**src/rtl/mask32_sched_pkg.sv**
```systemverilog
// Shared types and constants for the mask32 burst-engine scheduler.
package mask32_sched_pkg;

  typedef enum logic [2:0] {
    S_IDLE,
    S_ISSUE,
    S_WAIT_DONE,
    S_CHECK,
    S_FINISH
  } sched_state_t;

  localparam int unsigned STAT_AXI_ERR    = 0;
  localparam int unsigned STAT_TIMEOUT    = 1;
  localparam int unsigned STAT_ABORTED    = 2;
  localparam int unsigned STAT_WIDTH      = 3;
  localparam int unsigned DEFAULT_TIMEOUT = 4096;

endpackage

```
**src/rtl/mask32_sched_watchdog.sv**
```systemverilog
// Loadable down-counter watchdog: clear reloads, enable counts down, expire flags zero.
module mask32_sched_watchdog #(
  parameter int unsigned WIDTH = 12
) (
  input  logic             clk,
  input  logic             rst_n,
  input  logic             clear,
  input  logic             enable,
  input  logic [WIDTH-1:0] load_value,
  output logic             expire
);

  logic [WIDTH-1:0] count;

  always_ff @(posedge clk or negedge rst_n) begin
    if (!rst_n) begin
      count <= '0;
    end else if (clear) begin
      count <= load_value;
    end else if (enable && (count != '0)) begin
      count <= count - WIDTH'(1);
    end
  end

  assign expire = (count == '0);

endmodule

```
**src/rtl/mask32_txn_scheduler.sv**
```systemverilog
// Multi-burst sequencer for the mask32 AXI4 master engine: issue, await done edge,
// retry on error, watchdog timeout and deferred abort, with sticky status.
module mask32_txn_scheduler
  import mask32_sched_pkg::*;
#(
  parameter int unsigned ADDR_WIDTH     = 32,
  parameter int unsigned BURST_BYTES    = 32,
  parameter int unsigned CNT_WIDTH      = 16,
  parameter int unsigned TIMEOUT_CYCLES = DEFAULT_TIMEOUT,
  parameter int unsigned MAX_RETRY      = 2
) (
  input  logic                  ACLK,
  input  logic                  ARESETN,
  input  logic                  cmd_valid,
  output logic                  cmd_ready,
  input  logic [ADDR_WIDTH-1:0] cmd_base_addr,
  input  logic [CNT_WIDTH-1:0]  cmd_num_bursts,
  input  logic                  abort,
  output logic                  txn_init,
  output logic [ADDR_WIDTH-1:0] txn_addr,
  input  logic                  txn_done,
  input  logic                  txn_error,
  output logic                  busy,
  output logic                  done_pulse,
  output logic [STAT_WIDTH-1:0] status,
  output logic [CNT_WIDTH-1:0]  bursts_done
);

  localparam int unsigned WD_W = $clog2(TIMEOUT_CYCLES + 1);
  localparam int unsigned RT_W = $clog2(MAX_RETRY + 2);
  localparam logic [WD_W-1:0] WD_LIMIT  = WD_W'(TIMEOUT_CYCLES - 1);
  localparam logic [RT_W-1:0] RETRY_MAX = RT_W'(MAX_RETRY);

  sched_state_t          state;
  logic [CNT_WIDTH-1:0]  remaining;
  logic [RT_W-1:0]       retry;
  logic                  done_q;
  logic                  err_q;
  logic                  abort_q;
  logic                  wd_expire;
  logic                  done_edge;

  assign done_edge = txn_done & ~done_q;

  mask32_sched_watchdog #(
    .WIDTH (WD_W)
  ) u_watchdog (
    .clk        (ACLK),
    .rst_n      (ARESETN),
    .clear      (state == S_ISSUE),
    .enable     (state == S_WAIT_DONE),
    .load_value (WD_LIMIT),
    .expire     (wd_expire)
  );

  always_ff @(posedge ACLK or negedge ARESETN) begin
    if (!ARESETN) begin
      state       <= S_IDLE;
      cmd_ready   <= 1'b1;
      busy        <= 1'b0;
      txn_init    <= 1'b0;
      txn_addr    <= '0;
      done_pulse  <= 1'b0;
      status      <= '0;
      bursts_done <= '0;
      remaining   <= '0;
      retry       <= '0;
      done_q      <= 1'b0;
      err_q       <= 1'b0;
      abort_q     <= 1'b0;
    end else begin
      txn_init   <= 1'b0;
      done_pulse <= 1'b0;
      done_q     <= txn_done;
      if ((state != S_IDLE) && abort) abort_q <= 1'b1;

      case (state)
        S_IDLE: begin
          if (cmd_valid) begin
            txn_addr    <= cmd_base_addr;
            remaining   <= cmd_num_bursts;
            status      <= '0;
            bursts_done <= '0;
            retry       <= '0;
            abort_q     <= 1'b0;
            cmd_ready   <= 1'b0;
            busy        <= 1'b1;
            if (cmd_num_bursts == '0) begin
              state <= S_FINISH;
            end else begin
              state    <= S_ISSUE;
              txn_init <= 1'b1;
            end
          end
        end

        S_ISSUE: begin
          // Arm the edge detector high so a done level left over from the
          // previous burst is not mistaken for this burst's completion.
          done_q <= 1'b1;
          state  <= S_WAIT_DONE;
        end

        S_WAIT_DONE: begin
          if (done_edge) begin
            err_q <= txn_error;
            state <= S_CHECK;
          end else if (wd_expire) begin
            status[STAT_TIMEOUT] <= 1'b1;
            state                <= S_FINISH;
          end
        end

        S_CHECK: begin
          if (err_q) begin
            if (retry < RETRY_MAX) begin
              retry    <= retry + RT_W'(1);
              state    <= S_ISSUE;
              txn_init <= 1'b1;
            end else begin
              status[STAT_AXI_ERR] <= 1'b1;
              state                <= S_FINISH;
            end
          end else begin
            bursts_done <= bursts_done + CNT_WIDTH'(1);
            remaining   <= remaining - CNT_WIDTH'(1);
            txn_addr    <= txn_addr + ADDR_WIDTH'(BURST_BYTES);
            retry       <= '0;
            // Completion of the final burst outranks a pending abort.
            if (remaining == CNT_WIDTH'(1)) begin
              state <= S_FINISH;
            end else if (abort_q || abort) begin
              status[STAT_ABORTED] <= 1'b1;
              state                <= S_FINISH;
            end else begin
              state    <= S_ISSUE;
              txn_init <= 1'b1;
            end
          end
        end

        S_FINISH: begin
          done_pulse <= 1'b1;
          cmd_ready  <= 1'b1;
          busy       <= 1'b0;
          state      <= S_IDLE;
        end

        default: begin
          state     <= S_IDLE;
          cmd_ready <= 1'b1;
          busy      <= 1'b0;
        end
      endcase
    end
  end

endmodule

```
**config.mk**
```make
export PLATFORM = sky130hd
export DESIGN_NAME = mask32_txn_scheduler
export DESIGN_NICKNAME = d
export VERILOG_FILES = /design/src/rtl/mask32_sched_pkg.sv /design/src/rtl/mask32_sched_watchdog.sv /design/src/rtl/mask32_txn_scheduler.sv
export SDC_FILE = /design/constraint.sdc
export NUM_CORES = 1
export LEC_CHECK = 0
export CAP_MARGIN = 40
export CORE_MARGIN = 3
export CORE_UTILIZATION = 56
export DETAILED_ROUTE_END_ITERATION = 8
export DONT_BUFFER_PORTS = 1
export PLACE_DENSITY = 0.68
export SLEW_MARGIN = 20
export SYNTH_ARGS = -nofsm -noshare
export SYNTH_HDL_FRONTEND = slang
export SYNTH_SLANG_ARGS = --single-unit
```
**constraint.sdc**
```tcl
create_clock -name ACLK -period 3 [get_ports ACLK]
set_clock_uncertainty 0.15 [all_clocks]
set_input_delay 0.15 -clock ACLK [delete_from_list [all_inputs] [get_ports ACLK]]
set_output_delay 0.15 -clock ACLK [all_outputs]
set_load 0.05 [all_outputs]
```
==> flow_summary.toml <==
[final_layout]
synthToLayoutAreaGrowth_pct = 19.1
drive_above_1_share_pct = 9.82
insertedDiodeCount = 0
design_area_mm2 = 0.00639
fin_nets = 727

[worst_setup_path]
rr_endpoint = "u_watchdog.count[9]"
startpoint = "state[1]"
cp.depth = 4
crit_fanout = 19
ff2ff_path_depth = 4
rr_startpoint = "state[1]"
critPathKind = "reg2reg"
start_kind = "register"
path_cells = "or3b_1, or4_4, o31ai_2, or3b_1"
r2r_slack_ns = 0.53
crit_family = "simple AND/OR/NAND/NOR gates"
crit_path_end = "u_watchdog.count[9]"
cp_slowest_cell = "dfrtp_1"
crit_required_ns = 3.09
cp.arrival_ns = 2.56
cpPeakStageDelay_ns = 0.68
critPathBufInv = 0
end_kind = "register"
crit_top_cell = "or3b_1"

[min_path]
hold_class = "in2reg"

[placed_design]
dp_hpwl_um = 9660
place_congestion = 0.859
placed_area_mm2 = 0.00566
port_buffers = 0

[drt]
num_vias = 5088
wl_per_cell_um = 17.9
ant_nets = 0
wl_um = 14400
drcViolationCount = 0
vias_per_cell = 6.35
first_pass_iters = 6
drt_iter0_markers = 330

[synthesis]
synth_top_family_by_area = "simple AND/OR/NAND/NOR gates"
synthCells = 613
ys_seq_elements = 92
synth_area_mm2 = 0.00537
yosysWarnings = 0
synth_xor_area_share_pct = 0.652
synth_nets = 673
synth-main-ff-cell = "dfrtp_1"
syn_avg_cell_area_um2 = 8.76
synth-edff-count = 0
seq_area_frac_synth_pct = 42.9
async_flop_share_pct = 100
synth.area.mux_share_pct = 3.03
synth_adder_area_share_pct = 1.40
yosysUniqueCellTypes = 70
synthSimpleGateAreaFrac_pct = 26.9
synth_compound_area_share_pct = 21.0

[pwr]
power_density_mw_per_mm2 = 981
irDropWorstVdd_v = 0.000689
totalPowerFinal_mw = 6.28
p_leak_nw = 2.58

[timing]
final-setup-viol-count = 0
timing.final.crit_share_pct = 82.2
holdWs_ns = 0.0352
drv_slew = 0
worst_slew_pin_slew_ns = 0.838
finalHoldViolCount = 0
finalSetupTns_ns = 0
rsz0062_at_grt = "false"
fin_crit_ns = 2.47
timing.fmax_mhz = 406
relSlewSlack_pct = 44.1

[floorplan]
ios = 109
die_y_um = 104
placementRows = 35
start_util_pct = 57.9
core-area_mm2 = 0.00928
fp.dieW_um = 104
dieArea_mm2 = 0.0108

[clocking]
htree_levels = 3
clock_latency_ns = 0.36
root_buffer = "clkbuf_8"
clockBufferDepth = 2
clk_pin_slew_ns = 0.09
cts_made_buffers = 9
cts_tree = "built"
clock-sinks = 92
postCtsSetupRepairBufs = 0

[outcome]
status = "finished, final reports clean"

[global_route]
antenna_found_initial = 0
grt-ovfl-total = 0
grt_util_all_layers_pct = 26.5
first_global_vias = 4835
grt_pass1_wl_um = 23900
grt_max_degree = 93

[flow_run]
drv_cap = 0
-- synthesized netlist by cell type, types with 3 or more instances --
cell / instances / area (um2)
nand3_1: 33 / 165
nor2_1: 48 / 180
and2_1: 4 / 25.0
a22oi_1: 4 / 30.0
a41o_1: 4 / 40.0
o31a_1: 3 / 26.3
o22ai_1: 12 / 75.1
nand4_1: 25 / 156
clkbuf_1: 38 / 143
ha_1: 6 / 75.1
mux2i_1: 14 / 140
a21oi_1: 48 / 240
nand2b_1: 13 / 81.3
a211oi_1: 8 / 60.1
nor4_1: 14 / 87.6
a32oi_1: 3 / 26.3
nor3_1: 19 / 95.1
or4_1: 6 / 45.0
inv_1: 13 / 48.8
or3_1: 5 / 31.3
a311oi_1: 4 / 35.0
buf_2: 4 / 20.0
a21boi_0: 3 / 22.5
a2bb2oi_1: 7 / 61.3
o211ai_1: 6 / 45.0
and4_1: 10 / 87.6
o2bb2ai_1: 3 / 26.3
o32ai_1: 3 / 26.3
and3_1: 10 / 62.6
o31ai_1: 5 / 37.5
nand2_1: 55 / 206
nand3b_1: 3 / 22.5
a31oi_1: 7 / 43.8
xnor2_1: 3 / 26.3
o21ai_0: 32 / 160
dfrtp_1: 91 / 2280
-- how the worst min path moves through the flow --
stage,startpoint,endpoint,slack (ns),cells past startpoint
after CTS,cmd_base_addr[24],txn_addr[24],0.006,3
after floorplan,ARESETN,abort_q,-0.30,0
after global placement,ARESETN,u_watchdog.count[7],-0.29,0
final,cmd_base_addr[18],txn_addr[18],0.04,3
after detailed placement,ARESETN,u_watchdog.count[7],-0.29,0
after global routing,cmd_base_addr[24],txn_addr[24],0.03,3
-- timing repair --
action                    in CTS  in global routing
hold buffers                  52                  0
gates resized for setup        0                  0
hold endpoints to repair     145                  0
-- worst min-delay path, stage by stage --
cell	delay (ns)
nand4_1	0.12
a21boi_0	0.16
nand3_1	0.08
-- where the power goes --
part | internal (mW) | switching [mW] | total (mW) | leakage, nW
logic | 0.992 | 1.81 | 2.80 | 1.38
registers | 1.66 | 0.954 | 2.61 | 1.09
clock network | 0.396 | 0.467 | 0.863 | 0.102
total | 3.05 | 3.23 | 6.28 | 2.58
-- layout make-up --
cell class	count	area (um2)
clock buffers	10	128
flip-flops and latches	92	2300
multi-input cells	464	2860
repair buffers	87	826
fillers	768	2890
inverters	13	48.8
clock inverters	6	70.1
well taps	129	161
-- sequential cells by signal, summed over array words and instances (netlist names) --
| name | count |
|---|---|
| cmd_ready | 1 |
| remaining | 16 |
| busy | 1 |
| retry | 2 |
| u_watchdog.count | 13 |
| abort_q | 1 |
| status | 3 |
| txn_init | 1 |
| bursts_done | 16 |
| done_q | 1 |
| err_q | 1 |
| done_pulse | 1 |
| state | 3 |
| txn_addr | 32 |
-- placed cells by master (no fill, tap or decap), types with 7 or more instances in the layout --
cell type / n
nand2b_1: 13
clkbuf_8: 9
and4_1: 10
nor3_1: 19
mux2i_1: 14
a31oi_1: 7
o22ai_1: 12
dfrtp_1: 91
o21ai_0: 31
nor4_1: 14
nand3_1: 33
a2bb2oi_1: 7
and3_1: 10
a211oi_1: 8
a21oi_1: 48
dlygate4sd3_1: 51
nand4_1: 25
nand2_1: 55
nor2_1: 48
inv_1: 13
buf_4: 33
-- metrics by stage --
stage	worst slack, ns	instances	util, %
3_3_place_gp	0.654	733	61.0
5_1_grt	0.326	801	68.9
4_1_cts	0.575	801	68.9
2_1_floorplan	0.643	613	-
3_5_place_dp	0.598	733	61.0
6_report	0.534	801	68.9
-- metal layers --
| layer | vias to the layer above | global-route usage, % | share of wire (%) |
|---|---|---|---|
| met5 | - | 0 | 0 |
| met4 | 0 | 6.36 | 1.2 |
| met3 | 16 | 6.08 | 6.2 |
| met2 | 180 | 41.5 | 47 |
| met1 | 2465 | 37.6 | 46 |
| li1 | 2427 | - | - |
-- cells by family after synthesis --
logic type	after synthesis
buffers and inverters	57
xor gates and xnor gates	4
adders and majority gates	6
muxes	16
DFF	92
and+or+nand+nor	267
AOI/OAI and AO/OA	171
Power figures use the tool's default switching activity.
